### src/rtl/memwb.sv
// Memory-access / write-back stage: runs one instruction at a time, drives the
// data bus for loads/stores and returns the register-file write port.
//
// state  | meaning
// S_IDLE | empty, can accept
// S_BUS  | bus request outstanding, waiting for ack
// S_WB   | register write-back this cycle, can accept the next instruction
// S_EXC  | one-cycle memory exception pulse, not accepting
module memwb #(
  parameter int RW    = 16,
  parameter int REGNO = 8
) (
  input  logic             i_clk,
  input  logic             i_rst_n,
  input  logic             i_submit,
  output logic             o_ready,
  input  logic [RW-1:0]    i_data,
  input  logic [RW-1:0]    i_addr,
  input  logic [REGNO-1:0] i_reg_ie,
  input  logic             i_mem_access,
  input  logic             i_mem_we,
  input  logic             i_mem_width,
  output logic [REGNO-1:0] o_reg_ie,
  output logic [RW-1:0]    o_reg_data,
  output logic             o_mem_exception,
  output logic             o_mem_req,
  output logic             o_mem_we,
  output logic [RW-2:0]    o_mem_addr,
  output logic [1:0]       o_mem_sel,
  output logic [RW-1:0]    o_mem_data,
  input  logic             i_mem_ack,
  input  logic             i_mem_err,
  input  logic [RW-1:0]    i_mem_data
);

  typedef enum logic [1:0] {S_IDLE, S_BUS, S_WB, S_EXC} state_t;

  state_t           state;
  logic [REGNO-1:0] r_ie;
  logic             r_we;
  logic             r_width;
  logic             r_lsb;
  logic [7:0]       lane;

  assign o_ready = i_rst_n & ((state == S_IDLE) | (state == S_WB));
  assign lane    = r_lsb ? i_mem_data[15:8] : i_mem_data[7:0];

  always_ff @(posedge i_clk) begin
    if (!i_rst_n) begin
      state           <= S_IDLE;
      r_ie            <= '0;
      r_we            <= 1'b0;
      r_width         <= 1'b0;
      r_lsb           <= 1'b0;
      o_reg_ie        <= '0;
      o_reg_data      <= '0;
      o_mem_exception <= 1'b0;
      o_mem_req       <= 1'b0;
      o_mem_we        <= 1'b0;
      o_mem_addr      <= '0;
      o_mem_sel       <= 2'b00;
      o_mem_data      <= '0;
    end else begin
      o_reg_ie        <= '0;
      o_mem_exception <= 1'b0;
      case (state)
        S_IDLE, S_WB: begin
          if (i_submit) begin
            if (!i_mem_access) begin
              state      <= S_WB;
              o_reg_ie   <= i_reg_ie;
              o_reg_data <= i_data;
            end else if (!i_mem_width && i_addr[0]) begin
              state           <= S_EXC;
              o_mem_exception <= 1'b1;
            end else begin
              state      <= S_BUS;
              r_ie       <= i_reg_ie;
              r_we       <= i_mem_we;
              r_width    <= i_mem_width;
              r_lsb      <= i_addr[0];
              o_mem_req  <= 1'b1;
              o_mem_we   <= i_mem_we;
              o_mem_addr <= i_addr[RW-1:1];
              o_mem_sel  <= i_mem_width ? (i_addr[0] ? 2'b10 : 2'b01) : 2'b11;
              o_mem_data <= i_mem_width ? {(RW/8){i_data[7:0]}} : i_data;
            end
          end else begin
            state <= S_IDLE;
          end
        end
        S_BUS: begin
          if (i_mem_ack) begin
            o_mem_req <= 1'b0;
            o_mem_we  <= 1'b0;
            if (i_mem_err) begin
              state           <= S_EXC;
              o_mem_exception <= 1'b1;
            end else begin
              state    <= S_WB;
              o_reg_ie <= r_we ? '0 : r_ie;
              // Stores leave the last write-back data untouched; ie is 0 anyway.
              if (!r_we)
                o_reg_data <= r_width ? {{(RW-8){1'b0}}, lane} : i_mem_data;
            end
          end
        end
        S_EXC: state <= S_IDLE;
        default: state <= S_IDLE;
      endcase
    end
  end

endmodule

### config.mk
export PLATFORM = sky130hd
export DESIGN_NAME = memwb
export DESIGN_NICKNAME = d
export VERILOG_FILES = /design/src/rtl/memwb.sv
export SDC_FILE = /design/constraint.sdc
export NUM_CORES = 1
export LEC_CHECK = 0
export CAP_MARGIN = 0
export CORE_ASPECT_RATIO = 0.5
export CORE_MARGIN = 8
export CORE_UTILIZATION = 40
export CTS_CLUSTER_DIAMETER = 200
export CTS_CLUSTER_SIZE = 24
export DETAILED_ROUTE_END_ITERATION = 12
export GPL_TIMING_DRIVEN = 0
export PLACE_DENSITY_LB_ADDON = 0.2
export SLEW_MARGIN = 20
export SYNTH_ARGS = -nofsm -noshare
export SYNTH_HDL_FRONTEND = slang
export SYNTH_SLANG_ARGS = --single-unit
### constraint.sdc
create_clock -name i_clk -period 1.3 [get_ports i_clk]
set_input_delay 0.195 -clock i_clk [delete_from_list [all_inputs] [get_ports i_clk]]
set_output_delay 0.195 -clock i_clk [all_outputs]
set_load 0.005 [all_outputs]
==> flow_metrics.tcl <==
set metrics [dict create \
    finalPower_mw 6.542 \
    final.period_utilization_pct 110.0 \
    design.final.nets 575 \
    cts.reportedPaths.clkPinSlew_ns 0.06 \
    synth_top_family_by_area "compound AO/OA/AOI/OAI gates" \
    finalHoldViolations 0 \
    htree_num_levels 3 \
    ys_dominant_reg_cell "dfxtp_1" \
    post_synthesis_compound_gate_area_fraction_pct 31.77 \
    async_flop_share_pct 0 \
    wl_mm 12.58 \
    tritoncts "built" \
    drc 0 \
    fillers 665 \
    max_slew_margin_pct 53.87 \
    grt_pass1_vias 3443 \
    violations "setup timing" \
    synth_xor_area_share_pct 0 \
    post-dp-hpwl_mm 8.541 \
    critPathArrivalTime_ns 1.63 \
    fin_skew_ns 0.005214 \
    final-seq-area_um2 1466 \
    max_freq_ghz 0.6992 \
    num_vias 3605 \
    timing.setup.critical_path_class "reg2reg" \
    synth_enable_flop_cells 0 \
    post-place-cells 598 \
    core.rowCount 23 \
    synthesis.area_um2 3301 \
    place.port_buffers 124 \
    maxCapViolCount 0 \
    startpoint_type "flip-flop" \
    dieWidth_um 144.5 \
    cp.required_ns 1.50 \
    finalWorstSetupSlack_ns -0.1302 \
    fp.coreArea_um2 8000 \
    synth_adder_area_share_pct 0 \
    clock-root-buffer "clkbuf_16" \
    die_height_um 80.24 \
    synth-seq-area-share_pct 44.28 \
    synth.avg_cell_area_um2 9.118 \
    grt_antenna_before_repair 0 \
    grt_first_pass_wirelength_mm 18.56 \
    powerDensity_nw_per_um2 1196 \
    tightestPinTransition_ns 0.6920 \
    dr.first_iter.drc_count 209 \
    final_core_density_pct 68.38 \
    max-clock-path-buffers 2 \
    global_route.overflow_total 0 \
    insertedDiodeCount 0 \
    synth.lib_cells_used.distinct 40 \
    wire_per_inst_um 20.03 \
    antenna_left 0 \
    place_worst_setup_slack_ns -1.156 \
    worstHoldPathType "in2reg" \
    yosys.area_share.simple_pct 15.09 \
    multi_input_comb_area_um2 1809 \
    final-setup-viol-count 60 \
    outcome "complete, but fails checks" \
    leakage_nw 2.256 \
    grt_util_all_layers_pct 20.56 \
    drive_above_1_share_pct 23.64 \
    final_cell_count_no_fill 628 \
    cts_hold_buf 0 \
    initial_utilization_pct 41.26 \
    design.die.area_um2 11590 \
    ir_worst_vdd_uv 772.5 \
    placement.cell_area_um2 4682 \
    total_number_of_clock_tree_sinks 73 \
    boundaryPins 125 \
    gp_routability_congestion 0.8571 \
    tritoncts_buffer_count 9 \
    clock_period_minus_worst_slack_ns 1.430 \
    synth.area.mux_share_pct 2.426 \
    mappedNetlistNets 426 \
    ys_seq_elements 73 \
    maximum_number_of_pins_on_one_net_before_global_route_repair 14 \
    rsz_0062_raised_after_global_routing "true" \
    critical_path_peak_fanout 8 \
    detailedRoute.firstPassIterationCount 6 \
    critPathCaptureType "flip-flop" \
    detail_route.vias_per_cell 5.740 \
    design_area_um2 5470 \
    ys.warnings.count 0 \
    netlist_instances 362 \
    number_of_slew_limit_violations_in_the_final_report 0 \
    area_delta_synth_final_pct 65.73 \
    worstSkewPairLatency_ns 0.34 \
]
==> stage by stage <==
| stage | setup TNS (ns) | hold slack (ns) |
|---|---|---|
| after detailed placement | -40.45 | 0.4664 |
| after CTS | -1.158 | 0.3962 |
| after global placement | -40.45 | 0.4602 |
| after global routing | -5.877 | 0.4165 |
| final | -3.311 | 0.4153 |
| after floorplan | 0 | 0.3320 |
==> placed cells by master (no fill, tap or decap), drive strengths merged, types with 2 or more instances in the layout <==
master,n
nand3,32
nor4bb,9
o21ai,35
a32oi,8
nand2,3
inv,4
nor2b,2
dlygate4sd2,64
o2111ai,8
and3,8
dfxtp,73
buf,38
nand3b,2
mux2i,8
nand2b,2
clkdlybuf4s50,58
a211oi,32
a21oi,54
clkbuf,26
o41ai,8
nor2,23
bufinv,3
clkinvlp,2
==> cell usage after synthesis (2+ instances only) <==
| cell | n | area share [%] |
|---|---|---|
| dfxtp_1 | 73 | 44 |
| a21oi_1 | 53 | 8.0 |
| nand3_1 | 32 | 4.9 |
| a211oi_1 | 30 | 6.8 |
| nor2_1 | 21 | 2.4 |
| o21ai_0 | 20 | 3.0 |
| buf_2 | 17 | 2.6 |
| clkbuf_1 | 15 | 1.7 |
| o21ai_1 | 14 | 2.1 |
| nor4bb_1 | 9 | 2.7 |
| a32oi_1 | 8 | 2.1 |
| and3_1 | 8 | 1.5 |
| mux2i_1 | 8 | 2.4 |
| o2111ai_1 | 8 | 2.1 |
| o41ai_2 | 8 | 3.9 |
| buf_1 | 3 | 0.34 |
| buf_4 | 3 | 0.68 |
| inv_1 | 3 | 0.34 |
| nand2_1 | 3 | 0.34 |
| a211oi_2 | 2 | 0.76 |
| buf_6 | 2 | 0.68 |
| nand2b_1 | 2 | 0.38 |
| nand3b_1 | 2 | 0.45 |
| nor2b_1 | 2 | 0.38 |
==> worst paths after layout <==
path / start / endpoint / slack, ns / depth (start not counted)
setup / recovery: state[0]$_SDFFE_PN0P_ / o_reg_data[12]$_SDFFE_PN0P_ / -0.13 / 5
hold / removal: i_addr[5] / o_mem_addr[4]$_SDFFE_PN0P_ / 0.42 / 3
setup reg to reg: state[0]$_SDFFE_PN0P_ / o_reg_data[12]$_SDFFE_PN0P_ / -0.13 / 5
hold reg to reg: o_mem_addr[11]$_SDFFE_PN0P_ / o_mem_addr[11]$_SDFFE_PN0P_ / 0.47 / 2
==> metal layers <==
metal  vias to the layer above  part of all wire, %  GRT usage [%]
li1                       1673                    -              -
met1                      1760                   44          26.85
met2                       155                   46          32.19
met4                         0                  1.5          8.136
met3                        17                  8.7          5.027
met5                         -                    0              0
==> power breakdown <==
part	switching [mW]	internal [mW]
registers	0.0690	2.36
clock network	1.03	1.93
logic	0.561	0.589
==> cell families (layout without fill, tap and decap cells) <==
family | count (synthesis) | count (layout)
AOI/OAI and AO/OA | 152 | 152
buffers and inverters | 44 | 197
DFF | 73 | 73
muxes | 8 | 8
and+or+nand+nor | 85 | 86
==> registers in the layout, indices dropped and copies added (netlist names), 2 cells and up <==
register    count
o_mem_data     16
o_reg_data     16
o_mem_addr     15
o_reg_ie        8
r_ie            8
o_mem_sel       2
state           2
==> repair_timing <==
| action | 4_1_cts | 5_1_grt |
|---|---|---|
| setup buffers | 7 | 2 |
| pin swaps | 19 | 13 |
| setup endpoints to repair | 134 | 71 |
| gates resized for setup | 142 | 40 |
| cloned | 3 | 4 |
==> area by class of cell <==
cell class	count	share of cell area (%)
well taps	112	2.562
inverters	4	0.3431
multi-input cells	246	33.07
clock buffers	10	4.369
flip-flops and latches	73	26.81
plain buffers	38	5.764
clock inverters	6	2.081
repair buffers	139	25.00
==> worst max-delay path, cell delays in order (launching register included) <==
cell,delay [ns]
dfxtp_2,0.34
buf_6,0.14
or3b_4,0.40
buf_6,0.15
o21ai_4,0.13
a211oi_1,0.12
Note: power is estimated with default switching activity, not from simulation.
